===== src/rtl/wb_lsu_master_pkg.sv =====
// Shared types for the Wishbone load/store master: access sizes, FSM states
// and the width of the bus-cycle timeout counter.
package lsu_pkg;

   typedef enum logic [1:0] {
      LSU_BYTE = 2'b00,
      LSU_HALF = 2'b01,
      LSU_WORD = 2'b10
   } lsu_size_e;

   typedef enum logic [1:0] {
      IDLE = 2'b00,
      BUS  = 2'b01,
      RESP = 2'b10
   } lsu_state_e;

   localparam int CNT_W = 16;

endpackage


===== src/rtl/wb_lsu_master_if.sv =====
// Core request/response and Wishbone classic signals of the load/store master.
// The master modport is the LSU view; the slave modport is its environment.
interface wb_lsu_master_if;

   logic        req_i;
   logic        we_i;
   logic [1:0]  size_i;
   logic        unsigned_i;
   logic [31:0] addr_i;
   logic [31:0] wdata_i;
   logic        gnt_o;
   logic        rvalid_o;
   logic [31:0] rdata_o;
   logic        err_o;
   logic        wb_cyc_o;
   logic        wb_stb_o;
   logic        wb_we_o;
   logic [31:0] wb_adr_o;
   logic [3:0]  wb_sel_o;
   logic [31:0] wb_dat_o;
   logic [31:0] wb_dat_i;
   logic        wb_ack_i;
   logic        wb_err_i;

   modport master (
      input  req_i, we_i, size_i, unsigned_i, addr_i, wdata_i,
      input  wb_dat_i, wb_ack_i, wb_err_i,
      output gnt_o, rvalid_o, rdata_o, err_o,
      output wb_cyc_o, wb_stb_o, wb_we_o, wb_adr_o, wb_sel_o, wb_dat_o
   );

   modport slave (
      output req_i, we_i, size_i, unsigned_i, addr_i, wdata_i,
      output wb_dat_i, wb_ack_i, wb_err_i,
      input  gnt_o, rvalid_o, rdata_o, err_o,
      input  wb_cyc_o, wb_stb_o, wb_we_o, wb_adr_o, wb_sel_o, wb_dat_o
   );

endinterface


===== src/rtl/wb_lsu_master_data_align.sv =====
// Combinational byte-lane logic: select generation, store-data replication
// and load-data extraction with sign or zero extension.
module lsu_data_align
   import lsu_pkg::*;
(
   input  logic [1:0]  i_reqSize,
   input  logic [1:0]  i_reqOff,
   input  logic [31:0] i_wdata,
   input  logic [1:0]  i_ldSize,
   input  logic [1:0]  i_ldOff,
   input  logic        i_ldUnsigned,
   input  logic [31:0] i_busData,
   output logic [3:0]  o_sel,
   output logic [31:0] o_wdat,
   output logic [31:0] o_ldata
);

   function automatic logic [3:0] genSel(input logic [1:0] size, input logic [1:0] off);
      logic [3:0] sel;
      case (size)
         LSU_BYTE: sel = 4'b0001 << off;
         LSU_HALF: sel = 4'b0011 << off;
         default:  sel = 4'b1111;
      endcase
      return sel;
   endfunction

   function automatic logic [31:0] replicate(input logic [1:0] size, input logic [31:0] d);
      logic [31:0] r;
      case (size)
         LSU_BYTE: r = {4{d[7:0]}};
         LSU_HALF: r = {2{d[15:0]}};
         default:  r = d;
      endcase
      return r;
   endfunction

   // Byte and half lanes are picked from the latched offset of the granted access
   function automatic logic [31:0] extract(input logic [1:0] size, input logic [1:0] off,
                                           input logic uns, input logic [31:0] d);
      logic [7:0]  b;
      logic [15:0] h;
      logic [31:0] r;
      b = d[{off, 3'b000} +: 8];
      h = d[{off[1], 4'b0000} +: 16];
      case (size)
         LSU_BYTE: r = {{24{b[7] & ~uns}}, b};
         LSU_HALF: r = {{16{h[15] & ~uns}}, h};
         default:  r = d;
      endcase
      return r;
   endfunction

   assign o_sel   = genSel(i_reqSize, i_reqOff);
   assign o_wdat  = replicate(i_reqSize, i_wdata);
   assign o_ldata = extract(i_ldSize, i_ldOff, i_ldUnsigned, i_busData);

endmodule


===== src/rtl/wb_lsu_master.sv =====
// Wishbone classic master turning one core load/store into one bus cycle,
// with misalignment detection, bus-error reporting and a cycle timeout.
module wb_lsu_master
   import lsu_pkg::*;
#(
   parameter int TIMEOUT = 255
)
(
   input  logic            clk,
   input  logic            rst_i,
   wb_lsu_master_if.master bus
);

   localparam logic [CNT_W-1:0] TIMEOUT_LAST = CNT_W'(TIMEOUT - 1);

   lsu_state_e        r_state;
   lsu_state_e        w_nextState;
   logic [CNT_W-1:0]  r_cnt;
   logic              r_we;
   logic [1:0]        r_size;
   logic              r_unsigned;
   logic [1:0]        r_off;
   logic              r_cyc;
   logic              r_wbWe;
   logic [31:0]       r_adr;
   logic [3:0]        r_sel;
   logic [31:0]       r_dat;
   logic [31:0]       r_rdata;
   logic              r_err;

   logic              w_gnt;
   logic              w_rvalid;
   logic              w_misaligned;
   logic              w_timeout;
   logic              w_busDone;
   logic [3:0]        w_sel;
   logic [31:0]       w_wdat;
   logic [31:0]       w_ldata;

   lsu_data_align u_align (
      .i_reqSize    (bus.size_i),
      .i_reqOff     (bus.addr_i[1:0]),
      .i_wdata      (bus.wdata_i),
      .i_ldSize     (r_size),
      .i_ldOff      (r_off),
      .i_ldUnsigned (r_unsigned),
      .i_busData    (bus.wb_dat_i),
      .o_sel        (w_sel),
      .o_wdat       (w_wdat),
      .o_ldata      (w_ldata)
   );

   always_comb begin
      w_misaligned = 1'b1;
      case (bus.size_i)
         LSU_BYTE: w_misaligned = 1'b0;
         LSU_HALF: w_misaligned = bus.addr_i[0];
         LSU_WORD: w_misaligned = (bus.addr_i[1:0] != 2'b00);
         default:  w_misaligned = 1'b1;
      endcase
   end

   assign w_timeout = (r_cnt == TIMEOUT_LAST);
   assign w_busDone = bus.wb_err_i | bus.wb_ack_i | w_timeout;

   always_ff @(posedge clk or posedge rst_i) begin
      if (rst_i) begin
         r_state <= IDLE;
      end else begin
         r_state <= w_nextState;
      end
   end

   always_comb begin
      w_nextState = r_state;
      w_gnt       = 1'b0;
      w_rvalid    = 1'b0;
      case (r_state)
         IDLE: begin
            w_gnt = bus.req_i;
            if (bus.req_i) begin
               w_nextState = w_misaligned ? RESP : BUS;
            end
         end
         BUS: begin
            if (w_busDone) begin
               w_nextState = RESP;
            end
         end
         RESP: begin
            w_rvalid    = 1'b1;
            w_nextState = IDLE;
         end
         default: w_nextState = IDLE;
      endcase
   end

   // Err wins over ack, and ack wins over a timeout landing on the same cycle
   always_ff @(posedge clk or posedge rst_i) begin
      if (rst_i) begin
         r_cnt      <= '0;
         r_we       <= 1'b0;
         r_size     <= 2'b00;
         r_unsigned <= 1'b0;
         r_off      <= 2'b00;
         r_cyc      <= 1'b0;
         r_wbWe     <= 1'b0;
         r_adr      <= '0;
         r_sel      <= '0;
         r_dat      <= '0;
         r_rdata    <= '0;
         r_err      <= 1'b0;
      end else begin
         case (r_state)
            IDLE: begin
               if (bus.req_i) begin
                  r_we       <= bus.we_i;
                  r_size     <= bus.size_i;
                  r_unsigned <= bus.unsigned_i;
                  r_off      <= bus.addr_i[1:0];
                  r_adr      <= {bus.addr_i[31:2], 2'b00};
                  r_cnt      <= '0;
                  r_rdata    <= '0;
                  r_err      <= w_misaligned;
                  if (!w_misaligned) begin
                     r_cyc  <= 1'b1;
                     r_wbWe <= bus.we_i;
                     r_sel  <= w_sel;
                     r_dat  <= w_wdat;
                  end
               end
            end
            BUS: begin
               r_cnt <= r_cnt + 1'b1;
               if (w_busDone) begin
                  r_cyc   <= 1'b0;
                  r_wbWe  <= 1'b0;
                  r_sel   <= '0;
                  r_dat   <= '0;
                  r_err   <= bus.wb_err_i | ~bus.wb_ack_i;
                  r_rdata <= (bus.wb_ack_i && !bus.wb_err_i && !r_we) ? w_ldata : 32'h0;
               end
            end
            default: begin
            end
         endcase
      end
   end

   assign bus.gnt_o    = w_gnt;
   assign bus.rvalid_o = w_rvalid;
   assign bus.rdata_o  = r_rdata;
   assign bus.err_o    = r_err;
   assign bus.wb_cyc_o = r_cyc;
   assign bus.wb_stb_o = r_cyc;
   assign bus.wb_we_o  = r_wbWe;
   assign bus.wb_adr_o = r_adr;
   assign bus.wb_sel_o = r_sel;
   assign bus.wb_dat_o = r_dat;

endmodule


===== src/flat_wrapper.sv =====
// flat-port wrapper written by rule: the top's interface ports become plain ports
module wb_lsu_master_flat import lsu_pkg::*;
#(
   parameter int TIMEOUT = 255
)
  (clk, rst_i, bus_req_i, bus_we_i, bus_size_i, bus_unsigned_i, bus_addr_i, bus_wdata_i, bus_wb_dat_i, bus_wb_ack_i, bus_wb_err_i, bus_gnt_o, bus_rvalid_o, bus_rdata_o, bus_err_o, bus_wb_cyc_o, bus_wb_stb_o, bus_wb_we_o, bus_wb_adr_o, bus_wb_sel_o, bus_wb_dat_o);
  wb_lsu_master_if bus_i ();
  input  logic clk;
  input  logic rst_i;
  input wire logic [$bits(bus_i.req_i)-1:0] bus_req_i;
  input wire logic [$bits(bus_i.we_i)-1:0] bus_we_i;
  input wire logic [$bits(bus_i.size_i)-1:0] bus_size_i;
  input wire logic [$bits(bus_i.unsigned_i)-1:0] bus_unsigned_i;
  input wire logic [$bits(bus_i.addr_i)-1:0] bus_addr_i;
  input wire logic [$bits(bus_i.wdata_i)-1:0] bus_wdata_i;
  input wire logic [$bits(bus_i.wb_dat_i)-1:0] bus_wb_dat_i;
  input wire logic [$bits(bus_i.wb_ack_i)-1:0] bus_wb_ack_i;
  input wire logic [$bits(bus_i.wb_err_i)-1:0] bus_wb_err_i;
  output wire logic [$bits(bus_i.gnt_o)-1:0] bus_gnt_o;
  output wire logic [$bits(bus_i.rvalid_o)-1:0] bus_rvalid_o;
  output wire logic [$bits(bus_i.rdata_o)-1:0] bus_rdata_o;
  output wire logic [$bits(bus_i.err_o)-1:0] bus_err_o;
  output wire logic [$bits(bus_i.wb_cyc_o)-1:0] bus_wb_cyc_o;
  output wire logic [$bits(bus_i.wb_stb_o)-1:0] bus_wb_stb_o;
  output wire logic [$bits(bus_i.wb_we_o)-1:0] bus_wb_we_o;
  output wire logic [$bits(bus_i.wb_adr_o)-1:0] bus_wb_adr_o;
  output wire logic [$bits(bus_i.wb_sel_o)-1:0] bus_wb_sel_o;
  output wire logic [$bits(bus_i.wb_dat_o)-1:0] bus_wb_dat_o;
  assign bus_i.req_i = bus_req_i;
  assign bus_i.we_i = bus_we_i;
  assign bus_i.size_i = bus_size_i;
  assign bus_i.unsigned_i = bus_unsigned_i;
  assign bus_i.addr_i = bus_addr_i;
  assign bus_i.wdata_i = bus_wdata_i;
  assign bus_i.wb_dat_i = bus_wb_dat_i;
  assign bus_i.wb_ack_i = bus_wb_ack_i;
  assign bus_i.wb_err_i = bus_wb_err_i;
  assign bus_gnt_o = bus_i.gnt_o;
  assign bus_rvalid_o = bus_i.rvalid_o;
  assign bus_rdata_o = bus_i.rdata_o;
  assign bus_err_o = bus_i.err_o;
  assign bus_wb_cyc_o = bus_i.wb_cyc_o;
  assign bus_wb_stb_o = bus_i.wb_stb_o;
  assign bus_wb_we_o = bus_i.wb_we_o;
  assign bus_wb_adr_o = bus_i.wb_adr_o;
  assign bus_wb_sel_o = bus_i.wb_sel_o;
  assign bus_wb_dat_o = bus_i.wb_dat_o;
  wb_lsu_master #(.TIMEOUT(TIMEOUT)) u_core (.clk(clk), .rst_i(rst_i), .bus(bus_i));
endmodule

===== config.mk =====
export PLATFORM = sky130hd
export DESIGN_NAME = wb_lsu_master_flat
export DESIGN_NICKNAME = d
export VERILOG_FILES = /design/src/rtl/wb_lsu_master_pkg.sv /design/src/rtl/wb_lsu_master_if.sv /design/src/rtl/wb_lsu_master_data_align.sv /design/src/rtl/wb_lsu_master.sv /design/src/flat_wrapper.sv
export SDC_FILE = /design/constraint.sdc
export NUM_CORES = 1
export LEC_CHECK = 0
export ABC_AREA = 0
export ABC_CLOCK_PERIOD_IN_PS = 6100
export BUFFER_PORTS_ARGS = -buffer_cell sky130_fd_sc_hd__clkbuf_2
export CORE_MARGIN = 2
export CORE_UTILIZATION = 54
export DETAILED_ROUTE_END_ITERATION = 12
export PLACE_DENSITY = 0.83
export SLEW_MARGIN = 5
export SYNTH_ARGS = -nofsm -noshare
export SYNTH_HDL_FRONTEND = slang
export SYNTH_SLANG_ARGS = --single-unit

===== constraint.sdc =====
create_clock -name clk -period 6.1 [get_ports clk]
set_input_delay 1.22 -clock clk [delete_from_list [all_inputs] [get_ports clk]]
set_output_delay 1.22 -clock clk [all_outputs]
set_load 0.1 [all_outputs]

==> summary.md <==
| Metric | Value |
|---|---|
| Worst path max stage delay | `450 ps` |
| Most Used Layer, Global Route | `met2` |
| Max Clk Rate | `313 MHz` |
| Detail Placement HPWL | `10900 um` |
| Hold Buf Count CTS | `0` |
| Die X | `108 um` |
| P&R area growth vs syn | `28.7%` |
| Routed len/inst | `17.7 um` |
| Hold Path Class | `reg2reg` |
| Nets | `853` |
| Post_cts resized | `0` |
| Crit path top cell by count | `clkbuf_2` |
| Clock latency on the worst-skew pair | `510 ps` |
| RSZ-0062 raised after global routing | `false` |
| Top cell type's share of synthesized area | `53.6%` |
| Worst path cell trace | `clkbuf_2 -> nand2_1 -> clkinv_1 -> clkbuf_2` |
| Core box area | `0.0104 mm^2` |
| Chip height | `108 um` |
| Met2 usage | `44.1%` |
| CP Class | `in2out` |
| Drt pass-1 iters | `8` |
| Seq/Total Area, Yosys | `53.6%` |
| # diodes | `0` |
| Pwr per Cell Area | `485 mW/mm^2` |
| Post-synth EDFFs | `0` |
| Final ANT Viol Nets | `0` |
| Setup crit end kind | `output port` |
| Initial Util | `56.0%` |
| Die ar. | `0.0117 mm^2` |
| Clock buffer count from CTS | `17` |
| Met3 Usage GRT | `5.00%` |
| Static leakage | `3.99 nW` |
| Slew Limit Fails | `0` |
| Worst Clk Skew | `8.69 ps` |
| Mapped Cells | `555` |
| Drt via density | `5.87` |
| Slew margin rel. | `14.5%` |
| Distinct cell type count after synthesis | `52` |
| CTS tree | `built` |
| Area contributors post-synth | `dfrtp_1, nand2_1, mux2i_1, a22o_1, a221o_1` |
| Fin. Hold Viols | `0` |
| Syn Std Cell Area | `0.00584 mm^2` |
| Worst path required time | `4880 ps` |
| Via count | `5251` |
| Sink Count | `125` |
| Max cap viols | `0` |
| First-pass GRT wire length | `25100 um` |
| Met1 GRT Util | `38.1%` |
| Final WL | `15900 um` |
| Mapped Avg Cell Area | `10.5 um^2` |
| Largest net degree at the start of global routing | `85` |
| Initial antenna violation count | `0` |
| Worst setup SP type | `input port` |
| Initial DRC count | `452` |
| Synth area leader | `dfrtp_1` |
| RePlAce Congestion | `0.884` |
| Tot GR Track Use | `27.5%` |
| Async set-or-reset flop fraction in the synthesized netlist | `100%` |
| Std cell rows | `37` |
| Flops & latches, synth | `125` |
| Post-layout util | `72.1%` |
| Slowest cell on crit path | `clkbuf_2` |
| Final TNS setup | `0 ps` |
| Vias in the first global route | `4978` |
| # Post-CTS Setup Buffers | `0` |
| CP arrival | `1980 ps` |
| H-tree Lvls | `4` |
| Least-Margin Pin Slew | `1280 ps` |
| Total grt overflow | `0` |
| Setup Viol. Count Final | `0` |
| IO Port Bufs | `208` |
| Tmin final | `3200 ps` |
| IO Count | `211` |
| Clk buf depth | `2` |
| CTS Root Cell | `clkbuf_8` |
| Most used flip-flop cell after synthesis | `dfrtp_1` |
| Status | `finished clean` |
| Worst-path clk slew | `60 ps` |
| Period Utilization, post-route | `52.4%` |
| Layout cell share with drive strength beyond 1 | `33.7%` |
| DR DRC count | `0` |
| Peak VDD IR | `343 uV` |
| Yosys warns | `0` |
| Worst-path fanout max | `3` |
-- cell usage after synthesis, drive strengths merged (6+ instances only) --
cell       n
a211o      7
a221o     25
nor2       9
clkbuf    19
a21o      10
mux2i     31
nand4      7
a21oi     11
nand3b     8
buf       22
nor2b     11
nand2    134
o21ai     26
nor3       6
o2bb2ai   23
nand3      6
a22o      30
dfrtp    125
-- kinds of logic after synthesis --
group,share of synthesized area [%]
muxes,5.90
DFF,53.6
and+or+nand+nor,16.4
adders and majority gates,0.429
AOI/OAI and AO/OA,19.7
xor gates and xnor gates,0.150
buffers and inverters,3.79
other,0.0643
-- cell type report --
class                   count  area, um^2
clock buffers              20         445
flip-flops and latches    125        3130
fillers                   778        2910
clock inverters            12         185
multi-input cells         385        2490
repair buffers            212        1070
inverters                   5        21.3
well taps                 136         170
-- sequential cells by signal, summed over array words and instances, names as in the netlist --
signal and flops:
u_core.bus.wb_cyc_o 1, u_core.r_state 2, u_core.bus.wb_we_o 1, u_core.bus.rdata_o 32, u_core.bus.wb_dat_o 32, u_core.r_cnt 16, u_core.r_unsigned 1, u_core.r_off 2
u_core.bus.wb_adr_o 30, u_core.bus.wb_sel_o 4, u_core.bus.err_o 1, u_core.r_we 1, u_core.r_size 2
-- final timing paths --
| path | startpoint | endpoint | slack (ps) | cells past startpoint |
|---|---|---|---|---|
| setup / recovery | bus_req_i | bus_gnt_o | 2900 | 4 |
| hold / removal | u_core.bus.wb_adr_o[4] | u_core.bus.wb_adr_o[4] | 470 | 2 |
| setup reg to reg | u_core.r_state[1] | u_core.bus.rdata_o[23] | 3530 | 4 |
| hold reg to reg | u_core.bus.wb_adr_o[4] | u_core.bus.wb_adr_o[4] | 470 | 2 |
| max in group asynchronous | rst_i | u_core.r_cnt[5] | 3980 | 3 |
| min in group asynchronous | rst_i | u_core.bus.rdata_o[22] | 960 | 2 |
-- through the flow --
step	instance area [um^2]	hold WS, ps	cells	power, W	worst slack, ps
3_5_place_dp	6880	461	863	0.00258	2580
5_1_grt	7510	497	895	0.00377	2790
4_1_cts	7510	476	895	0.00365	2900
6_report	7510	474	895	0.00364	2900
2_1_floorplan	5840	468	556	0.00232	1550
3_3_place_gp	6880	458	863	0.00256	2710
-- power by group --
part           total, W  internal, W  switching [W]
registers       0.00109     0.000966       0.000119
clock network   0.00107     0.000690       0.000379
logic           0.00149     0.000250        0.00124
total           0.00364      0.00191        0.00174
-- cell usage in the layout (no fill, tap or decap), types with 4 or more instances in the layout --
master / instances
a211o_1: 7
a21o_1: 10
a21oi_1: 11
a221o_1: 25
a22o_1: 30
buf_4: 4
bufinv_16: 4
clkbuf_16: 16
clkbuf_2: 208
clkinvlp_4: 4
dfrtp_1: 125
mux2i_1: 31
nand2_1: 134
nand3_1: 6
nand3b_1: 8
nand4_1: 6
nor2_1: 9
nor2b_1: 11
nor3_1: 4
o21ai_0: 25
o2bb2ai_1: 23
-- metal layers --
| metal | routed length [um] | part of all wire, % |
|---|---|---|
| met1 | 6720 | 42 |
| met2 | 7840 | 49 |
| met3 | 941 | 5.9 |
| met4 | 369 | 2.3 |
| met5 | 0 | 0 |
-- worst max-delay path, delay by kind of cell --
family	cells	cell delay, ps
buf+inv	3	650
simple gates	1	110
Note: power is estimated with default switching activity, not from simulation.
